**src/rtl/udar_pkg.sv**
```systemverilog
// Shared codes, enums and helpers for the UDAR command decoder.
// Optional saturation of servo bytes is built with UDAR_CMD_CLAMP_EN.
package udar_pkg;

  localparam logic [7:0] FC_INIT  = 8'h00;
  localparam logic [7:0] FC_SERVO = 8'h03;
  localparam logic [7:0] FC_TRIG  = 8'h0C;

  localparam logic [7:0] ACK_INIT  = 8'hAA;
  localparam logic [7:0] ACK_SERVO = 8'hAB;
  localparam logic [7:0] ACK_TRIG  = 8'hAE;

  localparam logic [7:0] SERVO_RST = 8'd150;

  typedef enum logic [1:0] {
    CMD_INIT  = 2'd0,
    CMD_SERVO = 2'd1,
    CMD_TRIG  = 2'd2
  } cmd_e;

  typedef enum logic [1:0] {
    ST_IDLE  = 2'd0,
    ST_GET_X = 2'd1,
    ST_GET_Y = 2'd2
  } state_e;

  function automatic logic [7:0] pos_sat(
    input logic [7:0] b,
    input logic [7:0] lo,
    input logic [7:0] hi
  );
    if (b < lo) return lo;
    if (b > hi) return hi;
    return b;
  endfunction

endpackage

```
**src/rtl/udar_byte_timer.sv**
```systemverilog
// Inter-byte timeout counter; expire never fires in a clear cycle.
module udar_byte_timer #(
  parameter int TO_CYCLES  = 50000,
  parameter int TO_CNT_LEN = 16
) (
  input  logic clk,
  input  logic rst_i,
  input  logic clear,
  input  logic run,
  output logic expire
);

  localparam logic [TO_CNT_LEN-1:0] CNT_LAST =
    TO_CNT_LEN'(TO_CYCLES - 1);

  logic [TO_CNT_LEN-1:0] cnt_q;
  logic [TO_CNT_LEN-1:0] cnt_d;

  assign expire = run && !clear && (cnt_q == CNT_LAST);

  always_comb begin
    cnt_d = cnt_q + 1'b1;
    if (clear || !run || expire) cnt_d = '0;
  end

  always_ff @(posedge clk or posedge rst_i) begin
    if (rst_i) cnt_q <= '0;
    else       cnt_q <= cnt_d;
  end

endmodule

```
**src/rtl/udar_cmd_dec.sv**
```systemverilog
// Serial frame decoder feeding a single-entry command register.
// Build with UDAR_CMD_CLAMP_EN to saturate X/Y to [POS_MIN, POS_MAX].
module udar_cmd_dec
  import udar_pkg::*;
#(
  parameter int TO_CYCLES  = 50000,
  parameter int TO_CNT_LEN = 16,
  parameter int POS_MIN    = 50,
  parameter int POS_MAX    = 250
) (
  input  logic       clk,
  input  logic       rst_i,
  input  logic [7:0] rx_data,
  input  logic       rx_done,
  output logic       cmd_valid,
  input  logic       cmd_ready,
  output logic [1:0] cmd_type,
  output logic [7:0] servo_x,
  output logic [7:0] servo_y,
  output logic       err_unknown,
  output logic       err_timeout,
  output logic       err_overrun
);

`ifdef UDAR_CMD_CLAMP_EN
  localparam bit CLAMP_EN = 1'b1;
`else
  localparam bit CLAMP_EN = 1'b0;
`endif

  state_e     state_q, state_d;
  logic [7:0] x_buf_q, x_buf_d;
  logic       cmd_valid_q, cmd_valid_d;
  cmd_e       cmd_type_q, cmd_type_d;
  logic [7:0] servo_x_q, servo_x_d;
  logic [7:0] servo_y_q, servo_y_d;
  logic       unk_q, unk_d;
  logic       tmo_q, tmo_d;
  logic       ovr_q, ovr_d;

  logic       expire;
  logic       done;
  logic       load;
  cmd_e       new_type;
  logic [7:0] pos_in;

  assign pos_in = CLAMP_EN
    ? pos_sat(rx_data, 8'(POS_MIN), 8'(POS_MAX))
    : rx_data;

  udar_byte_timer #(
    .TO_CYCLES (TO_CYCLES),
    .TO_CNT_LEN(TO_CNT_LEN)
  ) u_timer (
    .clk   (clk),
    .rst_i (rst_i),
    .clear (rx_done),
    .run   (state_q != ST_IDLE),
    .expire(expire)
  );

  always_comb begin
    state_d  = state_q;
    x_buf_d  = x_buf_q;
    done     = 1'b0;
    new_type = CMD_INIT;
    unk_d    = 1'b0;
    tmo_d    = 1'b0;
    unique case (state_q)
      ST_IDLE: if (rx_done) begin
        unique case (1'b1)
          (rx_data == FC_INIT):  done = 1'b1;
          (rx_data == FC_TRIG): begin
            done     = 1'b1;
            new_type = CMD_TRIG;
          end
          (rx_data == FC_SERVO): state_d = ST_GET_X;
          default:               unk_d = 1'b1;
        endcase
      end
      ST_GET_X: if (rx_done) begin
        x_buf_d = pos_in;
        state_d = ST_GET_Y;
      end else if (expire) begin
        state_d = ST_IDLE;
        tmo_d   = 1'b1;
      end
      ST_GET_Y: if (rx_done) begin
        done     = 1'b1;
        new_type = CMD_SERVO;
        state_d  = ST_IDLE;
      end else if (expire) begin
        state_d = ST_IDLE;
        tmo_d   = 1'b1;
      end
      default: state_d = ST_IDLE;
    endcase
  end

  // A completed command only lands if the holding slot is free or draining.
  assign load = done && (!cmd_valid_q || cmd_ready);

  always_comb begin
    cmd_valid_d = cmd_valid_q && !cmd_ready;
    cmd_type_d  = cmd_type_q;
    servo_x_d   = servo_x_q;
    servo_y_d   = servo_y_q;
    ovr_d       = done && !load;
    if (load) begin
      cmd_valid_d = 1'b1;
      cmd_type_d  = new_type;
      if (new_type == CMD_SERVO) begin
        servo_x_d = x_buf_q;
        servo_y_d = pos_in;
      end
    end
  end

  always_ff @(posedge clk or posedge rst_i) begin
    if (rst_i) begin
      state_q     <= ST_IDLE;
      x_buf_q     <= SERVO_RST;
      cmd_valid_q <= 1'b0;
      cmd_type_q  <= CMD_INIT;
      servo_x_q   <= SERVO_RST;
      servo_y_q   <= SERVO_RST;
      unk_q       <= 1'b0;
      tmo_q       <= 1'b0;
      ovr_q       <= 1'b0;
    end else begin
      state_q     <= state_d;
      x_buf_q     <= x_buf_d;
      cmd_valid_q <= cmd_valid_d;
      cmd_type_q  <= cmd_type_d;
      servo_x_q   <= servo_x_d;
      servo_y_q   <= servo_y_d;
      unk_q       <= unk_d;
      tmo_q       <= tmo_d;
      ovr_q       <= ovr_d;
    end
  end

  assign cmd_valid   = cmd_valid_q;
  assign cmd_type    = cmd_type_q;
  assign servo_x     = servo_x_q;
  assign servo_y     = servo_y_q;
  assign err_unknown = unk_q;
  assign err_timeout = tmo_q;
  assign err_overrun = ovr_q;

endmodule

```
**config.mk**
```make
export PLATFORM = sky130hd
export DESIGN_NAME = udar_cmd_dec
export DESIGN_NICKNAME = d
export VERILOG_FILES = /design/src/rtl/udar_pkg.sv /design/src/rtl/udar_byte_timer.sv /design/src/rtl/udar_cmd_dec.sv
export SDC_FILE = /design/constraint.sdc
export NUM_CORES = 1
export LEC_CHECK = 0
export CORE_ASPECT_RATIO = 0.9
export CORE_MARGIN = 5
export CORE_UTILIZATION = 37
export CTS_BUF_LIST = sky130_fd_sc_hd__clkbuf_8
export DETAILED_ROUTE_END_ITERATION = 16
export PLACE_DENSITY = 0.71
export SETUP_SLACK_MARGIN = 0.4
export SYNTH_ARGS = -nofsm -noshare
export SYNTH_HDL_FRONTEND = slang
export SYNTH_HIERARCHICAL = 1
export SYNTH_SLANG_ARGS = --single-unit
```
**constraint.sdc**
```tcl
create_clock -name clk -period 1.8 [get_ports clk]
set_input_delay 0.18 -clock clk [delete_from_list [all_inputs] [get_ports clk]]
set_output_delay 0.18 -clock clk [all_outputs]
set_load 0.02 [all_outputs]
```
* Word-level counts from Yosys, hierarchy flattened
Cells that the tools add are included. Widths: inputs -> output; s select.
Word-level totals: register bits after elaboration 48, word-level logic and storage cells 63
Cells by class: add/sub/neg operators 1, equal/unequal tests 8, muxes and demuxes 22, reductions and logical operators 22
Operator list (number):
- $add 16x1->16 const B | 1
- $eq 16x16->1 const B | 1
- $mux 16 | 1
- $mux 2 | 7
- $mux 1 | 11
- $eq 8x2->1 const B | 1
- $eq 8x4->1 const B | 1
- $logic_not 8->1 | 1
- $pmux 2 s3 | 1
- $reduce_and 2->1 | 3
- $logic_and 1x1->1 | 5
- $logic_not 1->1 | 5
- $eq 2x1->1 const B | 2
- $ne 2x2->1 const B | 2
- $pmux 2 s2 | 1
- $reduce_or 2->1 | 2
- $logic_or 1x1->1 | 3
- $reduce_or 3->1 | 1
- $eq 2x2->1 const B | 1
- $logic_not 2->1 | 1
- $pmux 1 s2 | 1
- $reduce_bool 2->1 | 1

* Longest topological paths before layout
depth in word-level cells 8, mapped depth 6, gate-level depth less buffers 6

* Modules after synthesis
The synthesis kept the hierarchy.
Modules (own cells, without submodules):
- udar_cmd_dec | times used 1, cells each 106, area an instance 1465.2 um^2, seq. area each 815.8 um^2
- udar_byte_timer | times used 1, cells each 83, area an instance 932.1 um^2, seq. area each 400.4 um^2

* Least setup slack after synthesis
Ideal clock, no wire load.
kind register to register, start reg state_q[0], end reg servo_x_q[0] (netlist: servo_x[0]), library setup time 0.125 ns, arrival 1.722 ns, required time 1.675 ns, slack -0.047 ns, stages on the path, launching flop included 7, buffers on the path 1, path through dfrtp_1 -> inv_1 -> ha_1 -> nand4bb_1 -> o31ai_4 -> buf_8 -> mux2_4
On the way: longest elaborated chain between the ends 4
RTL lines:
- start, declared | line udar_cmd_dec.sv:31 | state_e state_q, state_d;
- start signal, assigned | line udar_cmd_dec.sv:131 | state_q <= state_d;
- $eq 2x2->1 or $logic_not 2->1 (tied branches) | line udar_cmd_dec.sv:69 | unique case (state_q)
- $pmux 2 s2 or $pmux 1 s2 (tied branches) | line udar_cmd_dec.sv:69
- $eq 2x1->1 or $logic_and 1x1->1 (tied branches) | line udar_cmd_dec.sv:112, udar_cmd_dec.sv:101
- $reduce_and 2->1 (no line) *
- end signal, assigned | line udar_cmd_dec.sv:135 | servo_x_q <= servo_x_d;
- end, declared | line udar_cmd_dec.sv:35 | logic [7:0] servo_x_q, servo_x_d;
Every way passes the cells marked *; elsewhere a longest branch is shown, timed or not. A chain may end at the register's enable or synchronous reset.

* Worst setup path in the final report
start reg state_q[1], end reg servo_x_q[6] (netlist: servo_x[6])
Same word-level chain as after synthesis.

==> reports/metrics.cfg <==
[timing]
hold_viol = 0
slew_headroom = 0.684
rsz0062_at_grt = true
setup_violations = 0
period_needed_ps = 1690
skew_ps = 17.5
holdWs_ps = 222
period_share = 0.940
timing.fmax_ghz = 0.591
worst_slew_pin_slew_ps = 473
slew_viol_final = 0

[final_layout]
antenna_cells = 0
syn2layout_area_growth_pct = 47.1
fillers = 502
drive_above_1_share = 0.489
layoutNonFillerInstCount = 355
final_cell_mix = 34 x dfrtp_1, 34 x buf_4, 22 x dlygate4sd2_1
finalNetCount = 284

[grt]
antenna_found_initial = 0
grt_pass1_wl_mm = 9.28
grt_max_degree = 33
grt-ovfl-total = 0
grt_pass1_vias = 1843
grtUsageTotal = 0.145

[pwr]
leakage_nw = 1.59
powerDensity_nw_per_um2 = 1090
p_int_mw = 2.65
vdd_drop_max_uv = 514
power_frac_comb = 0.373
switching_power_mw = 1.19
power_frac_seq = 0.390
p_clk_frac = 0.236
switching_share = 0.309

[floorplanning]
start_util = 0.386
ios = 34
die_x_um = 94.8
fp-row-count = 27
die_area_um2 = 8190
core-area_um2 = 6220
die_h_um = 86.4

[critical_path]
path_max_fanout = 7
arrival_ps = 1880
path_class = register to register
timing.rr.start = state_q[1]
reg2reg_depth = 7
r2r-end = servo_x[6]
ff2ff_setup_slack_ps = 110
cp-end-kind = register
startpoint_type = register
worstPathRequired_ps = 1980

[clocking]
clk_pin_slew_ps = 100
clock-sinks = 48
cts-root-buf = clkbuf_8
hold_buffers = 0
numCtsBuffers = 5
clockBufferDepth = 2
cts_tree = yes
insertion_delay_ps = 300
cts-htree-levels = 2

[yosys]
avgSynthCellArea_um2 = 12.7
seq_area_frac_synth = 0.507
synth_nets = 206
synth_cell_type_count = 48
synth_compound_area_frac = 0.0663
yosys_warnings = 6
yosysTopAreaCellShare = 0.376
synth_xor_area_frac = 0.0548
synth-simple-area-share = 0.203
muxShareOfSynthArea = 0.106
synth_top_family_by_area = simple AND/OR/NAND/NOR gates
ys_seq_elements = 48
syn_area_um2 = 2400
synth_top_area_cell = dfrtp_1
synth_area_leaders = dfrtp_1 38%, dfstp_2 13%, mux2_2 5.6%
postSynthCellCount = 189
synth-adder-area-share = 0.0261

[route]
via_count = 1774
drtPass1Iterations = 4
drc = 0
drt-initial-drc-count = 69
avgViaCountPerCell = 5.00
final_antenna_net_count = 0
routedWlPerCell_um = 16.2
wl_mm = 5.76

[placed_design]
place_congestion = 0.821
dp_cells = 328
place_hpwl_mm = 3.73
numPortBuffers = 33

[worst_hold_path]
min_path_type = input port to async pin

[run_status]
status = finished, final reports clean

[flow_run]
drv_cap = 0

-- worst max path at each step --
stage,slack (ps),startpoint,to
finish,110,state_q[1],servo_x[6]
global route,60,state_q[1],servo_x[6]
CTS,60,state_q[0],servo_x[6]
detailed placement,-350,rx_data[4],servo_x[6]
global placement,-320,rx_data[4],state_q[1]
floorplan,80,rx_data[4],servo_x[0]
-- power by group through the flow --
| stage | registers [mW] | logic [mW] | clock network, mW |
|---|---|---|---|
| after floorplan | 1.68 | 0.552 | 0 |
| after global placement | 1.52 | 1.19 | 0 |
| after detailed placement | 1.53 | 1.21 | 0 |
| after CTS | 1.49 | 1.34 | 0.927 |
| after global routing | 1.53 | 1.51 | 0.987 |
| final | 1.50 | 1.43 | 0.907 |
-- what timing repair did --
action | CTS | global route
endpoints found under the setup margin | 68 | 44
gates resized for setup | 52 | 22
gates cloned | 2 | 0
buffers inserted | 13 | 4
pin swaps | 21 | 20
-- per-stage QoR --
| step | setup TNS, ps | total power [mW] | util | cell area (µm²) | setup slack [ps] |
|---|---|---|---|---|---|
| floorplan | 0 | 2.24 | - | 2490 | 79.3 |
| global placement | -4390 | 2.71 | 0.495 | 3080 | -316 |
| detailed placement | -4900 | 2.74 | 0.495 | 3080 | -351 |
| CTS | 0 | 3.76 | 0.550 | 3420 | 60.5 |
| global route | 0 | 4.03 | 0.567 | 3530 | 58.2 |
| finish | 0 | 3.84 | 0.567 | 3530 | 107 |
-- layer usage --
layer	up-vias	track usage	wire, µm
li1	837	-	-
met1	890	0.206	2730
met2	41	0.224	2790
met3	6	0.0286	198
met4	0	0.0446	49
met5	-	0	0
-- cells in the mapped netlist, drive strengths merged --
master   instances
clkbuf           3
buf              3
xor2             2
o31ai            1
nand4            5
ha               5
nand4bb          1
nor4b            2
a21o             2
dfstp           12
and3             3
nand3            9
dfrtp           36
a211oi           1
a311oi           1
nor3             5
or4              1
a21oi            4
mux2            20
nor4bb           1
o21ai            3
a41oi            1
o22a             2
inv             10
nor4             6
a22o             2
o2bb2a           1
nor2            22
nand3b           2
xnor2           13
nor3b            1
o311ai           1
and4bb           1
nand2            5
nand2b           1
a31o             1
-- cell type report --
class	instances	area (µm²)	share of cell area
clock inverters	3	63.8	0.0181
multi-input cells	126	1350	0.381
inverters	10	37.5	0.0106
well taps	87	109	0.0309
flip-flops and latches	48	1220	0.346
clock buffers	5	68.8	0.0195
repair buffers	76	684	0.194
-- sequential cells by signal, summed over array words and instances, names as in the netlist --
signal	count
err_overrun	1
x_buf_q	8
state_q	2
cmd_valid	1
u_timer/cnt_q	16
err_timeout	1
servo_x	8
err_unknown	1
cmd_type	2
servo_y	8
-- cells by family after synthesis --
kind of cell | after synthesis
muxes | 20
buffers and inverters | 16
adders and majority gates | 5
xor gates and xnor gates | 15
DFF | 48
and+or+nand+nor | 65
AOI/OAI and AO/OA | 20
-- critical path, stage by stage, from the launching register on --
cell and delay (ps):
dfrtp_1 420, inv_2 90, ha_4 150, nand4bb_4 130, o31ai_4 190, buf_6 150
buf_12 130, mux2_4 300
Power figures use the tool's default switching activity.
